**src/rtl/pulse_stretcher_pkg.sv**
```systemverilog
// Shared types and helpers for the pulse stretcher.
package pulse_stretcher_pkg;

    typedef enum logic [1:0] {
        IDLE = 2'd0,
        HOLD = 2'd1,
        GAP  = 2'd2
    } ps_state_e;

    // Tick counter width: wide enough for the longer of the two windows.
    function automatic int tcnt_w(input int hold_ticks, input int gap_ticks);
        int m;
        m = (hold_ticks > gap_ticks) ? hold_ticks : gap_ticks;
        return (m + 1 > 2) ? $clog2(m + 1) : 1;
    endfunction

endpackage

```
**src/rtl/pulse_stretcher_tick_gen.sv**
```systemverilog
// Free-running prescaler: one-cycle tick every TICK_DIV clocks, restartable.
module tick_gen #(
    parameter int TICK_DIV = 100
) (
    input  logic clk,
    input  logic rst,
    input  logic clr,
    output logic tick
);
    localparam int CW = $clog2(TICK_DIV);
    localparam logic [CW-1:0] LAST = CW'(TICK_DIV - 1);

    logic [CW-1:0] cnt;

    assign tick = (cnt == LAST);

    // Count 0..TICK_DIV-1; a clear restarts the period so windows are exact.
    always_ff @(posedge clk or posedge rst) begin
        if (rst)
            cnt <= '0;
        else if (clr || tick)
            cnt <= '0;
        else
            cnt <= cnt + 1'b1;
    end
endmodule

```
**src/rtl/pulse_stretcher.sv**
```systemverilog
// Stretches single-cycle events into fixed-width high windows separated by
// mandatory low gaps; events arriving while busy are queued (saturating).
module pulse_stretcher
    import pulse_stretcher_pkg::*;
#(
    parameter int TICK_DIV   = 100,
    parameter int HOLD_TICKS = 8,
    parameter int GAP_TICKS  = 8,
    parameter int PEND_W     = 3
) (
    input  logic              clk,
    input  logic              rst,
    input  logic              i_pulse,
    output logic              o_level,
    output logic              o_busy,
    output logic [PEND_W-1:0] o_pend,
    output logic              o_overflow
);
    localparam int TW = tcnt_w(HOLD_TICKS, GAP_TICKS);
    localparam logic [TW-1:0]     HOLD_LAST = TW'(HOLD_TICKS - 1);
    localparam logic [TW-1:0]     GAP_LAST  = TW'(GAP_TICKS - 1);
    localparam logic [PEND_W-1:0] PEND_MAX  = '1;

    ps_state_e     state, next;
    logic          tick, clr;
    logic [TW-1:0] tcnt;
    logic          hold_done, gap_done;

    assign hold_done = (state == HOLD) && tick && (tcnt == HOLD_LAST);
    assign gap_done  = (state == GAP)  && tick && (tcnt == GAP_LAST);

    // Any state change (including GAP->HOLD) restarts prescaler and tick count.
    assign clr = (next != state);

    tick_gen #(.TICK_DIV(TICK_DIV)) u_tick (
        .clk  (clk),
        .rst  (rst),
        .clr  (clr),
        .tick (tick)
    );

    // Next-state logic.
    always_comb begin
        next = state;
        case (state)
            IDLE: if (i_pulse) next = HOLD;
            HOLD: if (hold_done) next = GAP;
            GAP:  if (gap_done) next = ((o_pend != '0) || i_pulse) ? HOLD : IDLE;
            default: next = IDLE;
        endcase
    end

    // State register with level/busy registered alongside it.
    always_ff @(posedge clk or posedge rst) begin
        if (rst) begin
            state   <= IDLE;
            o_level <= 1'b0;
            o_busy  <= 1'b0;
        end else begin
            state   <= next;
            o_level <= (next == HOLD);
            o_busy  <= (next != IDLE);
        end
    end

    // Ticks elapsed within the current state.
    always_ff @(posedge clk or posedge rst) begin
        if (rst)
            tcnt <= '0;
        else if (clr)
            tcnt <= '0;
        else if (tick)
            tcnt <= tcnt + 1'b1;
    end

    // Pending queue: the GAP exit consumes one event (a simultaneous pulse
    // replaces it); otherwise pulses while busy queue up or overflow.
    always_ff @(posedge clk or posedge rst) begin
        if (rst) begin
            o_pend     <= '0;
            o_overflow <= 1'b0;
        end else if (state != IDLE) begin
            if (gap_done) begin
                if ((o_pend != '0) && !i_pulse)
                    o_pend <= o_pend - 1'b1;
            end else if (i_pulse) begin
                if (o_pend != PEND_MAX)
                    o_pend <= o_pend + 1'b1;
                else
                    o_overflow <= 1'b1;
            end
        end
    end
endmodule

```
**config.mk**
```make
export PLATFORM = sky130hd
export DESIGN_NAME = pulse_stretcher
export DESIGN_NICKNAME = d
export VERILOG_FILES = /design/src/rtl/pulse_stretcher_pkg.sv /design/src/rtl/pulse_stretcher_tick_gen.sv /design/src/rtl/pulse_stretcher.sv
export SDC_FILE = /design/constraint.sdc
export NUM_CORES = 1
export LEC_CHECK = 0
export ABC_AREA = 1
export CAP_MARGIN = 40
export CORE_ASPECT_RATIO = 0.8
export CORE_UTILIZATION = 36
export DETAILED_ROUTE_END_ITERATION = 12
export SLEW_MARGIN = 30
export SYNTH_ARGS = -nofsm -noshare
export SYNTH_HDL_FRONTEND = slang
export SYNTH_SLANG_ARGS = --single-unit
```
**constraint.sdc**
```tcl
create_clock -name clk -period 2.1 [get_ports clk]
set_clock_uncertainty 0.05 [all_clocks]
set_input_delay 0.21 -clock clk [delete_from_list [all_inputs] [get_ports clk]]
set_output_delay 0.21 -clock clk [all_outputs]
set_load 0.005 [all_outputs]
```
==> impl_metrics.csv <==
group,metric,value,unit
clock_network,clk_latency,0.25,ns
sta,slew_headroom,0.741,
placement,hpwl,1280,um
sta,max_freq,542,MHz
run,cap_violations,0,
worst_setup_path,crit_top_cell,"nand2_1",
synthesis,synth_fp_nets,123,
worst_setup_path,criticalPathCategory,"flop to flop",
power_and_ir_drop,power_leakage,0.629,nW
clock_network,cts_hold_buf,0,
sta,grt_setup_unrepaired,"false",
sta,min_period_over_period,0.879,
min_path,hp-class,"primary input to asynchronous set/reset pin",
global_routing,gr-total-overflow,0,
finish,nets,137,
sta,final_max_slew_viol_count,0,
synthesis,yosysWarnings,0,
synthesis,seq_area_frac_synth,0.443,
die,die_h,50.8,um
finish,post_layout_nonfiller_instances,168,
worst_setup_path,regToRegSetupSlack,0.25,ns
synthesis,ys_types,23,
run_status,outcome,"completed",
die,row_count,17,
die,io_pins,9,
global_routing,track_usage,0.125,
finish,layout_common_cells,"nand2_1, dfrtp_1, inv_1",
placement,gp_congestion,0.774,
finish,area_growth,17.4,%
route,ant_nets,0,
sta,fin_ws,0.255,ns
synthesis,avgSynthCellArea,9.16,um2
sta,setup_viol,0,
worst_setup_path,arrival,1.94,ns
worst_setup_path,slowest_delay,0.38,ns
route,dr.first_iter.drc_count,16,
sta,fin_crit,1.85,ns
clock_network,cts_max_level,1,
route,drc,0,
worst_setup_path,crit_path_start_kind,"flop",
worst_setup_path,cp_data_required_time,2.20,ns
die,core,2790,um2
die,die_area,3200,um2
synthesis,synthCells,117,
placement,dp_cells,163,
clock_network,cts_made_buffers,3,
synthesis,yosys_register_bits,19,
worst_setup_path,critPathMaxFanout,5,
route,vias,748,
finish,layout_commonest_cell,"nand2_1",
finish,num_antenna_cells,0,
clock_network,clock_path_buffers,2,
route,dr.pass1.iters,4,
sta,tightest_slew,0.388,ns
global_routing,grt_pass1_wl,3030,um
clock_network,clk_pin_slew_worst_paths,0.07,ns
worst_setup_path,reg2reg_depth,11,
clock_network,cts_tree,"yes",
synthesis,syn_area,1070,um2
worst_setup_path,cp-end-kind,"flop",
power_and_ir_drop,power.density,728,nW/um2
worst_setup_path,cp_slowest_cell,"dfrtp_1",
global_routing,grt_max_degree,20,
clock_network,cts_root_buf,"clkbuf_8",
placement,io_buffers,8,
finish,fill_cells,264,
worst_setup_path,crit_chain,"ha_1 -> nand3_1 -> nor2_2 -> nand2_4 -> nand2_1 -> nand2_1 -> ha_1 -> o21ai_0 -> nand2_1 -> nand2_1 -> nand2_1",
sta,hold_slack,0.188,ns
global_routing,antenna_found_initial,0,
worst_setup_path,r2r_start,"tcnt[0]$_DFFE_PP0P_",
placement,dp_slack,0.225,ns
global_routing,grt_pass1_vias,686,
die,dieWidth,63.0,um
die,initial_core_util,0.385,
power_and_ir_drop,vdd_ir_drop_max,321,uV
route,wire_per_inst,9.90,um
sta,hold_viol_final,0,
route,routed_wl,1660,um
finish,drive_gt1_frac,0.223,
sta,fin_tns_setup,0,ns
clock_network,numClockSinks,19,
route,vias_per_cell,4.45,
worst_setup_path,regToRegEndpoint,"o_pend[2]$_DFFE_PP0P_",
## worst max-delay path: cells and delay by family (launching register included)
| kind | cells | cell delay (ns) |
|---|---|---|
| AND/OR/NAND/NOR | 8 | 0.73 |
| flip-flops | 1 | 0.38 |
| adder cells (fa/ha/maj) | 2 | 0.36 |
| AO/OA/AOI/OAI | 1 | 0.22 |
## cell type report
type	instances	area, um2	share of cell area
clock buffer	4	45.0	0.0358
timing repair buffer	9	91.3	0.0726
multi-input combinational	82	539	0.428
sequential	19	475	0.378
tap	38	47.5	0.0378
inverter	16	60.1	0.0477
## flip-flops by register name, indices dropped and copies added, names as in the netlist
| register | flops |
|---|---|
| tcnt | 4 |
| o_pend | 3 |
| o_overflow | 1 |
| state | 2 |
| u_tick.cnt | 7 |
| o_level | 1 |
| o_busy | 1 |
## cells in the mapped netlist
library cell / count / share of area
dfrtp_1: 19 / 0.44
nor3_1: 2 / 0.0093
nand3_1: 10 / 0.047
nor2_1: 8 / 0.028
or2_1: 1 / 0.0058
ha_1: 3 / 0.035
nand2_2: 2 / 0.012
inv_1: 14 / 0.049
a21oi_2: 1 / 0.0082
nor2_2: 9 / 0.053
inv_2: 2 / 0.0070
nand3b_1: 3 / 0.021
nand2_1: 21 / 0.074
nor2_8: 1 / 0.019
nand3_4: 2 / 0.033
nand2_4: 3 / 0.032
o21ai_0: 2 / 0.0093
nand3_2: 2 / 0.019
nand4_1: 1 / 0.0058
xnor2_1: 3 / 0.025
nor2_4: 1 / 0.011
a31o_2: 1 / 0.0082
xor2_1: 6 / 0.049
## worst max-delay path by stage
stage                            end                    start  slack [ns]  depth (start not counted)
6_report       o_pend[2]$_DFFE_PP0P_      tcnt[0]$_DFFE_PP0P_        0.25                         11
5_1_grt        o_pend[2]$_DFFE_PP0P_      tcnt[0]$_DFFE_PP0P_        0.03                         11
4_1_cts        o_pend[2]$_DFFE_PP0P_  u_tick.cnt[0]$_DFF_PP0_        0.22                         11
3_5_place_dp   o_pend[2]$_DFFE_PP0P_  u_tick.cnt[0]$_DFF_PP0_        0.23                         11
3_3_place_gp   o_pend[2]$_DFFE_PP0P_  u_tick.cnt[0]$_DFF_PP0_        0.26                         11
2_1_floorplan  o_pend[2]$_DFFE_PP0P_  u_tick.cnt[0]$_DFF_PP0_        0.38                         11
## power breakdown
part	internal [mW]	switching, mW
clock network	0.135	0.113
logic	0.124	0.0975
registers	0.404	0.0428
total	0.663	0.253
## timing repair
item / CTS / global route
gates resized for setup: 0 / 1
endpoints found under the setup margin: 0 / 1
buffers inserted: 0 / 0
## kinds of logic (layout without fill, tap and decap cells)
logic type               count (synthesis)  in the layout  share of synthesized area
AND/OR/NAND/NOR                         66             66                      0.366
flip-flops                              19             19                      0.443
XOR/XNOR                                 9              9                     0.0735
AO/OA/AOI/OAI                            4              4                     0.0257
buffers and inverters                   16             29                     0.0560
adder cells (fa/ha/maj)                  3              3                     0.0350
## layer usage
layer  wire length [um]  GRT usage  part of all wire
met4                 19     0.0581             0.011
met5                  0          0                 0
met3                 52     0.0402             0.031
met2                688      0.168              0.41
met1                903      0.180              0.54
## per-stage QoR
stage | power [mW] | utilization | cell area, um2
2_1_floorplan | 0.571 | - | 1070
3_3_place_gp | 0.674 | 0.431 | 1200
3_5_place_dp | 0.676 | 0.431 | 1200
4_1_cts | 0.934 | 0.447 | 1240
5_1_grt | 0.987 | 0.452 | 1260
6_report | 0.916 | 0.452 | 1260
(Power assumes the default switching activity.)
